`src/rtl/tiny_soc_mem_router.sv`:
```
// Memory/MMIO front end: decodes one core request channel into NumBanks
// single-port SRAM banks above MemBase or a write-only MMIO channel below it.
// It also returns bank read data through a configurable pipeline and tracks
// halt and error conditions.
module tiny_soc_mem_router #(
  parameter int                   AddrWidth     = 32,
  parameter int                   DataWidth     = 64,
  parameter int                   MMIOAddrWidth = 31,
  parameter int                   NumBanks      = 2,
  parameter int                   BankWords     = 1 << 19,
  parameter logic [AddrWidth-1:0] MemBase       = 32'h8000_0000,
  parameter int                   ReadLatency   = 1,
  parameter logic [AddrWidth-1:0] StopAddr      = 32'h0000_1000,
  localparam int                  StrbWidth     = DataWidth / 8,
  localparam int                  BankAw        = $clog2(BankWords)
) (
  input  logic                          clk_i,
  input  logic                          rst_i,
  input  logic                          clear_i,
  input  logic                          req_i,
  input  logic                          we_i,
  input  logic [AddrWidth-1:0]          addr_i,
  input  logic [DataWidth-1:0]          wdata_i,
  input  logic [StrbWidth-1:0]          strb_i,
  output logic                          gnt_o,
  output logic                          rvalid_o,
  output logic [DataWidth-1:0]          rdata_o,
  output logic [NumBanks-1:0]           bank_req_o,
  output logic                          bank_we_o,
  output logic [BankAw-1:0]             bank_addr_o,
  output logic [DataWidth-1:0]          bank_wdata_o,
  output logic [DataWidth-1:0]          bank_wmask_o,
  input  logic [NumBanks*DataWidth-1:0] bank_rdata_i,
  output logic                          mmio_req_o,
  output logic [MMIOAddrWidth-1:0]      mmio_addr_o,
  output logic [DataWidth-1:0]          mmio_wdata_o,
  output logic [StrbWidth-1:0]          mmio_strb_o,
  output logic                          halted_o,
  output logic                          err_o,
  output logic [AddrWidth-1:0]          err_addr_o,
  output logic [31:0]                   mmio_wr_cnt_o
);

  localparam int OffW = $clog2(StrbWidth);
  localparam int SelW = (NumBanks > 1) ? $clog2(NumBanks) : 1;
  localparam logic [AddrWidth:0] MapWords =
    (AddrWidth+1)'(longint'(NumBanks) * longint'(BankWords));

  typedef enum logic [1:0] {ST_RUN, ST_HALTED, ST_ERROR} state_e;

  state_e                 state_q, state_d;
  logic [AddrWidth-1:0]   err_addr_q, err_addr_d;
  logic [31:0]            cnt_q, cnt_d;
  logic [ReadLatency-1:0] vld_q, vld_d;
  logic [SelW-1:0]        sel_q, sel_d;
  logic [DataWidth-1:0]   hold_q, hold_d;

  logic [AddrWidth-1:0]   offset, word;
  logic                   is_mmio, in_map, bank_hit, rd_issue, acc_err, halt_req;
  logic [SelW-1:0]        bank_idx;
  logic [DataWidth-1:0]   bank_word, ret_data;

  // Address decode: MMIO below MemBase, banks inside the map, error beyond it
  assign offset   = addr_i - MemBase;
  assign word     = offset >> OffW;
  assign is_mmio  = addr_i < MemBase;
  assign in_map   = !is_mmio && ({1'b0, word} < MapWords);
  assign bank_idx = SelW'(word >> BankAw);

  assign gnt_o      = req_i & (state_q == ST_RUN) & ~clear_i;
  assign bank_hit   = gnt_o & in_map;
  assign rd_issue   = bank_hit & ~we_i;
  assign mmio_req_o = gnt_o & is_mmio & we_i;
  assign acc_err    = gnt_o & (is_mmio ? ~we_i : ~in_map);
  assign halt_req   = mmio_req_o & (addr_i == StopAddr) & wdata_i[0];

  // Bank and MMIO request outputs, zero unless the request is granted and routed there
  always_comb begin
    bank_req_o   = '0;
    bank_we_o    = 1'b0;
    bank_addr_o  = '0;
    bank_wdata_o = '0;
    bank_wmask_o = '0;
    if (bank_hit) begin
      bank_req_o   = NumBanks'(1) << bank_idx;
      bank_we_o    = we_i;
      bank_addr_o  = word[BankAw-1:0];
      bank_wdata_o = wdata_i;
      for (int i = 0; i < DataWidth; i++) bank_wmask_o[i] = strb_i[i/8];
    end
  end

  // MMIO write channel payload
  always_comb begin
    mmio_addr_o  = '0;
    mmio_wdata_o = '0;
    mmio_strb_o  = '0;
    if (mmio_req_o) begin
      mmio_addr_o  = addr_i[MMIOAddrWidth-1:0];
      mmio_wdata_o = wdata_i;
      mmio_strb_o  = strb_i;
    end
  end

  // Next state: clear wins over a same-cycle error, error wins over halt
  always_comb begin
    state_d    = state_q;
    err_addr_d = err_addr_q;
    cnt_d      = cnt_q;
    if (mmio_req_o && (cnt_q != 32'hFFFF_FFFF)) cnt_d = cnt_q + 32'd1;
    if (clear_i) begin
      state_d    = ST_RUN;
      err_addr_d = '0;
    end else if (acc_err) begin
      state_d    = ST_ERROR;
      err_addr_d = addr_i;
    end else if (halt_req) begin
      state_d    = ST_HALTED;
    end
  end

  // Read return control: valid shift chain, bank select for the cycle data arrives
  assign bank_word = bank_rdata_i[sel_q*DataWidth +: DataWidth];
  assign rvalid_o  = vld_q[ReadLatency-1];
  assign rdata_o   = rvalid_o ? ret_data : hold_q;

  always_comb begin
    vld_d  = ReadLatency'({vld_q, rd_issue});
    sel_d  = rd_issue ? bank_idx : sel_q;
    hold_d = rvalid_o ? ret_data : hold_q;
  end

  // Bank word is captured the cycle it is valid, then delayed to line up with rvalid_o
  if (ReadLatency == 1) begin : g_direct
    assign ret_data = bank_word;
  end else begin : g_delay
    logic [DataWidth-1:0] dat_q [ReadLatency-1];
    logic [DataWidth-1:0] dat_d [ReadLatency-1];

    // Data stage shift
    always_comb begin
      dat_d[0] = bank_word;
      for (int k = 1; k < ReadLatency-1; k++) dat_d[k] = dat_q[k-1];
    end

    // Data registers carry no reset; validity comes from vld_q
    always_ff @(posedge clk_i) begin
      dat_q <= dat_d;
    end

    assign ret_data = dat_q[ReadLatency-2];
  end

  // Control state registers
  always_ff @(posedge clk_i or posedge rst_i) begin
    if (rst_i) begin
      state_q    <= ST_RUN;
      err_addr_q <= '0;
      cnt_q      <= '0;
      vld_q      <= '0;
      sel_q      <= '0;
      hold_q     <= '0;
    end else begin
      state_q    <= state_d;
      err_addr_q <= err_addr_d;
      cnt_q      <= cnt_d;
      vld_q      <= vld_d;
      sel_q      <= sel_d;
      hold_q     <= hold_d;
    end
  end

  assign halted_o      = (state_q == ST_HALTED);
  assign err_o         = (state_q == ST_ERROR);
  assign err_addr_o    = err_addr_q;
  assign mmio_wr_cnt_o = cnt_q;

endmodule

```
`config.mk`:
```
export PLATFORM = sky130hd
export DESIGN_NAME = tiny_soc_mem_router
export DESIGN_NICKNAME = d
export VERILOG_FILES = /design/src/rtl/tiny_soc_mem_router.sv
export SDC_FILE = /design/constraint.sdc
export NUM_CORES = 1
export LEC_CHECK = 0
export ABC_AREA = 1
export CAP_MARGIN = 5
export CORE_AREA = 3 3 244 246
export DETAILED_ROUTE_END_ITERATION = 10
export DIE_AREA = 0 0 247 249
export PLACE_DENSITY = 0.41
export SLEW_MARGIN = 10
export SYNTH_ARGS = -nofsm -noshare
export SYNTH_HDL_FRONTEND = slang
export SYNTH_SLANG_ARGS = --single-unit
```
`constraint.sdc`:
```
create_clock -name clk_i -period 5.9 [get_ports clk_i]
set_input_delay 1.18 -clock clk_i [delete_from_list [all_inputs] [get_ports clk_i]]
set_output_delay 1.18 -clock clk_i [all_outputs]
set_load 0.01 [all_outputs]
```
Word level (Yosys, flattened, before mapping). Cells that the tools add are included.

Equality and inequality tests: 4. Mux-type cells: 15. Add/sub/neg operators: 2. Reductions and logical operators: 6. Bitwise logic cells: 12. Order comparisons: 2. Shift-type cells: 2.

Operators with widths (count): $mux W64 (4); $shiftx A128 B8 Y64 (1); $mux W32 (2); $add A32 B1 Y32 const B (1); $eq A32 B13 Y1 const B (1); $lt A32 B32 Y1 const B (1); $ne A32 B32 Y1 const B (1); $sub A32 B32 Y32 const B (1); $mux W31 (1); $lt A29 B21 Y1 const B (1); $mux W19 (1); $and A1 B1 Y1 (9); $mux W2 (4); $mux W8 (1); $not A1 Y1 (3); $reduce_bool A3 Y1 (1); $eq A2 B1 Y1 const B (1); $eq A2 B2 Y1 const B (1); $logic_and A1 B1 Y1 (2); $logic_not A2 Y1 (1); $mux W1 (2); $reduce_bool A2 Y1 (1); $shl A1 B1 Y2 const A (1); $logic_not A1 Y1 (1).

Logic and storage cells: 49. Register bits: 132.

Longest topological paths before layout. Gate-level depths: netlist of the first run.

Depth in word-level cells: 10. Gate-level depth with buffers: 11.

Worst setup path before layout of the first run. No wires, ideal clock.

Path kind: in2out. From: input port clear_i. To: output port bank_wmask_o[10]. Arrival time: 2.511 ns. Path buffers: 2. Required time: 4.720 ns. Stages on the path: 7. Path slack: 2.209 ns. Path through: inv_2 -> nand2_1 -> nor2_4 -> nand3_1 -> clkbuf_1 -> nor2_1 -> buf_4.

Cells in the longest elaborated chain, start to end: 4.

RTL lines: start: declaration (RTL line 19) `input logic clear_i,`; $not A1 Y1 (RTL line 70) `assign gnt_o = req_i & (state_q == ST_RUN) & ~clear_i;`; $and A1 B1 Y1 (RTL line 70); net gnt_o (RTL line 25) `output logic gnt_o,`; $and A1 B1 Y1 (RTL line 71) `assign bank_hit = gnt_o & in_map;`; $mux W64 (RTL line 84) `if (bank_hit) begin`; end: declaration (RTL line 32) `output logic [DataWidth-1:0] bank_wmask_o,`.

The timed path passes the listed nets, and every way through them passes these cells.

Worst setup path in the final report of the first run.
From: input port req_i. To: output port mmio_addr_o[22].

Cells in the longest elaborated chain, start to end: 5.

RTL lines: start: declaration (RTL line 20) `input logic req_i,`; $and A1 B1 Y1 (2 in a row) (RTL line 70); $and A1 B1 Y1 (2 in a row) (RTL line 73) `assign mmio_req_o = gnt_o & is_mmio & we_i;`; $mux W31 (RTL line 98) `if (mmio_req_o) begin`; end: declaration (RTL line 35) `output logic [MMIOAddrWidth-1:0] mmio_addr_o,`.

No other way between the ends.

==> results.toml, run 1 <==
[clocking]
path_clk_slew_ps = 60
cts_resized = 0
clk_latency_ps = 460
cts_made_buffers = 17
cts_hold_buf = 0
clock_sinks = 132
cts_tree = "built"
root_buffer = "clkbuf_16"
htree_levels = 4
post_cts_buffers = 0
clock_path_buffers = 2

[timing]
finalSetupViolations = 0
drv_slew = 0
clock.fmax_mhz = 201.7
hold_violations = 0
worstMarginPinSlew_ps = 1057
slew_headroom_pct = 29.56
rsz0062_at_grt = "false"
final.period_utilization_pct = 84.05
min_period_ps = 4959
skew_ps = 8.821
fin_setup_tns_ps = 0

[yosys]
yosysWarnings = 0
netlist_top_cells_area = "dfrtp_1 40%, nor2_1 15%, nand2_1 15%"
syn_area_um2 = 8290
ys_seq_area_share_pct = 39.84
syn_avg_cell_area_um2 = 6.670
synth_nets = 1481
synthCells = 1243
synth_seq_cells = 132
synth_top_area_cell = "dfrtp_1"
synth.top_cell.area_share_pct = 39.84
synthDistinctLibCells = 29

[cells_and_area]
utilization_pct = 26.75
final_layout_size_suffix_gt1_share_pct = 3.859
final_cell_mix = "622 x clkdlybuf4s50_1, 332 x nor2_1, 322 x nand2_1"
final_common_cell = "clkdlybuf4s50_1"
fill_cells = 6345
area_growth_pct = 85.80
nNetsFinal = 2015

[routing]
first_iter_violations = 420
via_count = 9668
wire_per_inst_um = 18.07
drt_wl_total_mm = 46.18
first_pass_iters = 5
via_per_inst = 3.784
antenna_left = 0
drc = 0

[setup_path]
worst-endpoint-arrival_ps = 3780
cp-end-kind = "output pin"
startpoint_type = "primary input"
crit_chain = "clkdlybuf4s50_1 > nand2_1 > nor2_4 > inv_2 > nor2_8 > clkinv_2 > buf_4 > nor2_1 > clkdlybuf4s50_1"
reg2reg_depth = 10
crit_slowest_cell = "clkdlybuf4s50_1"
max_stage_delay_ps = 590
rr_endpoint = "mmio_wr_cnt_o[13]$_DFFE_PP0P_"
worstPathRequired_ps = 4720
crit_fanout = 26
worstSetupPathType = "primary input to output pin"
cp_common_cell = "clkdlybuf4s50_1"
reg2reg_setup_slack_ps = 3800
r2r_start = "mmio_wr_cnt_o[0]$_DFFE_PP0P_"

[outcome]
status = "complete, no violations"

[placement]
dp_hpwl_mm = 36.56
place.gp.congestion = 0.8667
portBuffers = 622

[hold_path]
worstHoldStart = "err_addr_o[31]$_DFFE_PP0P_"
min_path_cells = 2
whs_endpoint = "err_addr_o[31]$_DFFE_PP0P_"
min_path_type = "flip-flop to flip-flop"

[die]
coreArea_um2 = 57590
num_rows = 88
initial_core_util_pct = 14.40
dieArea_um2 = 61500
chipWidth_um = 247
die-height_um = 249
ios = 623

[global_route]
first_global_vias = 9897
grt_pass1_wl_mm = 67.48
grt_overflow = 0
antenna_found_initial = 3
grt_usage_pct = 14.79
grt_start_max_net_pins = 83

[power_and_ir_drop]
peakVddDrop_uv = 203.7
power_leakage_nw = 6.555
pwr_density_cell_nw_per_um2 = 162.0

[run]
maxCapViolCount = 0
## worst max path at each step
| stage | slack [ps] | cells past startpoint | start | to |
|---|---|---|---|---|
| floorplan | 1190 | 1 | rst_i | err_addr_o[0]$_DFFE_PP0P_ |
| global placement | 880 | 9 | req_i | mmio_addr_o[22] |
| detailed placement | 830 | 9 | req_i | mmio_addr_o[22] |
| CTS | 820 | 9 | req_i | mmio_addr_o[22] |
| global route | 730 | 9 | req_i | mmio_addr_o[22] |
| finish | 940 | 9 | req_i | mmio_addr_o[22] |
## synthesized netlist by cell type
master and number:
o21ai_1 3, nand2_4 2, nand2_1 322, xnor2_1 5, buf_4 57, nor2_4 2, inv_2 3, xor2_1 8
clkbuf_1 33, nor3_1 1, nor2_8 2, nand3b_1 1, nand4_1 4, a31oi_1 64, buf_1 5, a21oi_1 1
buf_6 13, inv_6 1, nand3_1 54, inv_1 137, buf_8 1, o21ai_0 34, nand2_2 11, dfrtp_1 132
nand2_8 1, ha_1 1, nor2_2 2, buf_2 11, nor2_1 332
## cells by family after synthesis
family | count (synthesis) | share of synthesized area (%)
AND/OR/NAND/NOR | 734 | 35.57
buffers and inverters | 261 | 15.94
flip-flops | 132 | 39.84
AO/OA/AOI/OAI | 102 | 7.123
XOR/XNOR | 13 | 1.373
adder cells (fa/ha/maj) | 1 | 0.1509
## cell type report
type,instances,area (µm²),area share [%]
multi-input combinational,850,3684,23.91
clock inverter,9,131.4,0.8529
tap,765,957.2,6.214
timing repair buffer,635,6336,41.13
antenna,2,5.005,0.03249
clock buffer,21,440.4,2.859
sequential,132,3308,21.48
inverter,141,541.8,3.517
## worst max-delay path: cells and delay by family
| kind | cells | cell delay (ps) |
|---|---|---|
| buffers and inverters | 5 | 1830 |
| AND/OR/NAND/NOR | 4 | 730 |
## state kept, by name, indices dropped and copies added (netlist names)
signal,flops
rvalid_o,1
sel_q,1
state_q,2
hold_q,64
mmio_wr_cnt_o,32
err_addr_o,32
## per-stage QoR
step	std cells	instance area (µm²)	total power, W	hold slack (ps)	setup WS, ps
floorplan	1243	8290	0.001117	530.1	1194
global placement	2523	14830	0.001429	490.4	882.5
detailed placement	2523	14830	0.001427	497.9	832.3
CTS	2553	15400	0.002560	515.4	817.7
global route	2555	15400	0.002626	536.0	728.9
finish	2555	15400	0.002495	510.0	941.0
## power by group
group | internal [W] | switching [W]
clock network | 0.000657 | 0.000432
logic | 0.000242 | 0.000202
registers | 0.000934 | 0.0000279
## per-layer routing
layer | track usage (%) | vias up | share of wire [%]
li1 | - | 4813 | -
met1 | 17.45 | 4498 | 41
met2 | 26.06 | 320 | 51
met3 | 3.811 | 37 | 5.8
met4 | 4.596 | 0 | 1.7
met5 | 0 | - | 0
Note: power is estimated with default switching activity, not from simulation.
==> run 2, diff against run 1 <==
- CORE_AREA: 3 3 244 246 -> 3 3 245 247
- DIE_AREA: 0 0 247 249 -> 0 0 248 250
- PLACE_DENSITY: 0.41 -> 0.42
- clock period: 5.9 -> 4.05 ns (I/O delays scaled with it)
==> results.toml, run 2 (same netlist as run 1, synthesis figures left out) <==
[setup_path]
worst-endpoint-arrival_ps = 3040
rr_endpoint = "mmio_wr_cnt_o[27]$_DFFE_PP0P_"
worstPathRequired_ps = 3240
crit_fanout = 88
reg2reg_depth = 10
r2r_start = "mmio_wr_cnt_o[0]$_DFFE_PP0P_"
cp-end-kind = "output pin"
startpoint_type = "primary input"
worstSetupPathType = "primary input to output pin"
reg2reg_setup_slack_ps = 1960

[timing]
min_period_ps = 3851
finalSetupViolations = 0
skew_ps = 15.87
fin_setup_tns_ps = 0
hold_violations = 0
final.period_utilization_pct = 95.09
worstMarginPinSlew_ps = 980.0
clock.fmax_mhz = 259.7
drv_slew = 0
setup_ws_ps = 198.8
rsz0062_at_grt = "false"
slew_headroom_pct = 34.53

[clocking]
clock_path_buffers = 2
clk_latency_ps = 470
cts_tree = "built"
root_buffer = "clkbuf_16"
clock_sinks = 132
cts_resized = 0
cts_made_buffers = 17
htree_levels = 4
post_cts_buffers = 0
path_clk_slew_ps = 50
cts_hold_buf = 0

[cells_and_area]
multi_input_area_um2 = 3684
final_cell_mix = "622 x clkdlybuf4s50_1, 332 x nor2_1, 322 x nand2_1"
area_growth_pct = 88.42
num_antenna_cells = 0
final_cells = 2566
final_common_cell = "clkdlybuf4s50_1"
regArea_um2 = 3308
final_layout_size_suffix_gt1_share_pct = 4.775
nNetsFinal = 2027
largest_register = "hold_q"
fill_cells = 6419
largest_reg_flops = 64

[die]
num_rows = 88
chipWidth_um = 248
coreArea_um2 = 57810
ios = 623
die-height_um = 250
dieArea_um2 = 62000
initial_core_util_pct = 14.34

[routing]
drt_wl_total_mm = 45.36
routed.top_layer = "met4"
via_count = 9761
dr_wl_met3_mm = 3.063
via_per_inst = 3.804
drc = 0
first_iter_violations = 402
wire_per_inst_um = 17.68
met1Wirelength_mm = 18.29
antenna_left = 0
dr_wl_met2_mm = 23.14
first_pass_iters = 5

[outcome]
status = "complete, no violations"

[global_route]
grt_start_max_net_pins = 89
first_global_vias = 10092
grt_overflow = 0
grt_pass1_wl_mm = 66.22
antenna_found_initial = 1
grt_usage_pct = 14.38

[placement]
place.gp.congestion = 0.8515
dp_hpwl_mm = 35.81
portBuffers = 622
dp_cells = 2535
dp_worst_setup_slack_ps = 171.8

[hold_path]
whs_endpoint = "err_addr_o[8]$_DFFE_PP0P_"
min_path_cells = 2
worstHoldStart = "err_addr_o[8]$_DFFE_PP0P_"
min_path_type = "flip-flop to flip-flop"

[power_and_ir_drop]
power_leakage_nw = 6.678
pwr_density_cell_nw_per_um2 = 241.8
total_power_w = 0.003777
peakVddDrop_uv = 277.9

[run]
maxCapViolCount = 0
## run 2: cell count changes in the layout (fill, tap and decap cells not counted), moves of 2 or more
cell / change
buf_12: +6
clkinv_4: +2
clkbuf_1: -4
clkbuf_8: +2
diode_2: -2
buf_4: +6
## run 2: how the worst max path moves through the flow
stage / start / endpoint / slack, ps / depth (start not counted)
after CTS: we_i / mmio_addr_o[22] / 160 / 8
after global placement: addr_i[31] / bank_wmask_o[7] / 120 / 10
after detailed placement: we_i / mmio_addr_o[22] / 170 / 8
after global routing: addr_i[31] / bank_wmask_o[29] / 90 / 10
final: addr_i[31] / bank_wmask_o[30] / 200 / 10
after floorplan: clear_i / bank_wmask_o[10] / 1100 / 7
## run 2: metrics by stage
stage	utilization, %	hold slack [ps]	cell area, µm²
finish	27.02	508.0	15620
global route	27.02	530.3	15620
CTS	27.02	511.3	15620
detailed placement	25.93	498.5	14990
global placement	25.93	491.6	14990
floorplan	-	530.1	8294
## run 2: power by group
part / total [W] / internal (W) / switching, W
clock network: 0.00173 / 0.00106 / 0.000667
logic: 0.000650 / 0.000360 / 0.000290
registers: 0.00140 / 0.00136 / 0.0000413
total: 0.00378 / 0.00278 / 0.000999
## run 2: layout make-up
class                           count  share of cell area [%]
Clock buffer                       19                   2.899
Clock inverter                     12                   1.145
Inverter                          141                   3.452
Multi-Input combinational cell    850                   23.58
Sequential cell                   132                   21.18
Tap cell                          765                   6.127
Timing Repair Buffer              647                   41.62
## run 2: layer usage
metal / up-vias / GRT usage [%]
li1: 4827 / -
met1: 4541 / 16.59
met2: 353 / 25.43
met3: 40 / 4.137
met4: 0 / 4.502
met5: - / 0
## run 2: worst max-delay path, cell delays in order
cell             delay, ps
clkdlybuf4s50_1        520
inv_1                   80
nor2_1                  90
nand2_1                 50
nor2_1                 210
nand3_4                110
buf_12                 210
nor2_1                 150
buf_4                  160
clkdlybuf4s50_1        540
==> run 3, diff against run 2 <==
- REMOVE_ABC_BUFFERS: default -> 1
==> results.toml, run 3 (same netlist as run 1, synthesis figures left out) <==
[setup_path]
cp_top_family = "buffers and inverters"
reg2reg_setup_slack_ps = 1970
max_stage_delay_ps = 660
r2r_start = "state_q[1]$_DFFE_PP0P_"
reg2reg_depth = 8
worst-endpoint-arrival_ps = 3080
worstSetupPathType = "primary input to output pin"
startpoint_type = "primary input"
crit_slowest_cell = "clkdlybuf4s50_1"
crit_chain = "clkdlybuf4s50_1 > nand2_1 > nor2_4 > inv_2 > nor2_8 > inv_4 > buf_4 > nor2_1 > clkdlybuf4s50_1"
critical_path_buf_inv_count = 5
crit_fanout = 25
cp-end-kind = "output pin"
worstPathRequired_ps = 3240
cp_common_cell = "clkdlybuf4s50_1"
rr_endpoint = "err_addr_o[24]$_DFFE_PP0P_"

[timing]
skew_ps = 9.676
clock.fmax_mhz = 257.2
rsz0062_at_grt = "false"
finalSetupViolations = 0
min_period_ps = 3888
slew_headroom_pct = 48.81
drv_slew = 0
worstMarginPinSlew_ps = 767.9
whs_ps = 509.5
final.period_utilization_pct = 96.00
hold_violations = 0

[outcome]
status = "complete, no violations"

[cells_and_area]
final_layout_size_suffix_gt1_share_pct = 6.032
fill_cells = 6377
area_growth_pct = 89.59
largest_reg_flops = 64
fin_area_um2 = 15720
final_cells = 2575
nNetsFinal = 2032
largest_register = "hold_q"
final_cell_mix = "604 x clkdlybuf4s50_1, 332 x nor2_1, 322 x nand2_1"
final_common_cell = "clkdlybuf4s50_1"

[clocking]
clock_path_buffers = 2
cts_hold_buf = 0
clk_latency_ps = 480
htree_levels = 4
post_cts_buffers = 0
cts_made_buffers = 17
cts_tree = "built"
cts_resized = 0
path_clk_slew_ps = 70
clock_sinks = 132
root_buffer = "clkbuf_16"

[die]
die-height_um = 250
ios = 623
coreArea_um2 = 57810
initial_core_util_pct = 14.34
chipWidth_um = 248
num_rows = 88
dieArea_um2 = 62000

[routing]
drc = 0
wire_per_inst_um = 19.98
first_iter_violations = 489
antenna_left = 0
first_pass_iters = 5
via_per_inst = 3.849
via_count = 9910
drt_wl_total_mm = 51.46

[global_route]
grt_start_max_net_pins = 70
grt_pass1_wl_mm = 72.28
grt_overflow = 0
grt_usage_pct = 16.33
antenna_found_initial = 8
first_global_vias = 10246

[power_and_ir_drop]
pwr_density_cell_nw_per_um2 = 235.6
total_power_w = 0.003703
power_leakage_nw = 6.748
peakVddDrop_uv = 311.2

[run]
maxCapViolCount = 0

[placement]
place.gp.congestion = 0.8468
portBuffers = 622
dp_cells = 2540
placed_cell_area_um2 = 15120
dp_hpwl_mm = 41.64

[hold_path]
min_path_type = "flip-flop to flip-flop"
whs_endpoint = "err_addr_o[30]$_DFFE_PP0P_"
min_path_cells = 2
worstHoldStart = "err_addr_o[30]$_DFFE_PP0P_"
run 3: final cells by class:
type | count | area [µm²] | area share [%]
clock inverter | 13 | 145.1 | 0.9234
clock buffer | 19 | 442.9 | 2.818
multi-input combinational | 850 | 3684 | 23.44
tap | 765 | 957.2 | 6.090
sequential | 132 | 3308 | 21.05
inverter | 141 | 541.8 | 3.447
antenna | 3 | 7.507 | 0.04776
timing repair buffer | 652 | 6631 | 42.19
run 3: worst max-delay path by stage:
stage / slack, ps / depth (start not counted) / to / start
final: 160 / 9 / mmio_wdata_o[9] / req_i
after global routing: 30 / 9 / bank_wmask_o[9] / addr_i[25]
after CTS: 130 / 9 / bank_wmask_o[18] / addr_i[25]
after detailed placement: 140 / 9 / bank_wmask_o[18] / addr_i[25]
after global placement: 140 / 9 / bank_wmask_o[18] / addr_i[25]
after floorplan: -1540 / 5 / bank_wmask_o[0] / clear_i
run 3: routing by layer:
layer	track usage [%]	routed length [µm]
met4	4.169	688
met1	16.48	18510
met5	0	13
met2	31.97	28740
met3	4.964	3503
run 3: stage by stage:
| stage | setup slack [ps] | TNS, ps | util (%) |
|---|---|---|---|
| 2_1_floorplan | -1536 | -174780 | - |
| 5_1_grt | 26.28 | 0 | 27.19 |
| 6_report | 162.0 | 0 | 27.19 |
| 3_5_place_dp | 144.8 | 0 | 26.16 |
| 3_3_place_gp | 144.6 | 0 | 26.16 |
| 4_1_cts | 131.2 | 0 | 27.18 |
run 3: worst register-to-register path: cells and delay by family, from the launching register on:
kind | cells | cell delay, ps
AO/OA/AOI/OAI | 1 | 90
buffers and inverters | 3 | 680
flip-flops | 1 | 380
AND/OR/NAND/NOR | 4 | 790
run 3: report_power, final:
| part | switching [W] | internal (W) |
|---|---|---|
| clock | 0.000704 | 0.000928 |
| sequential | 0.0000397 | 0.00136 |
| combinational | 0.000310 | 0.000362 |
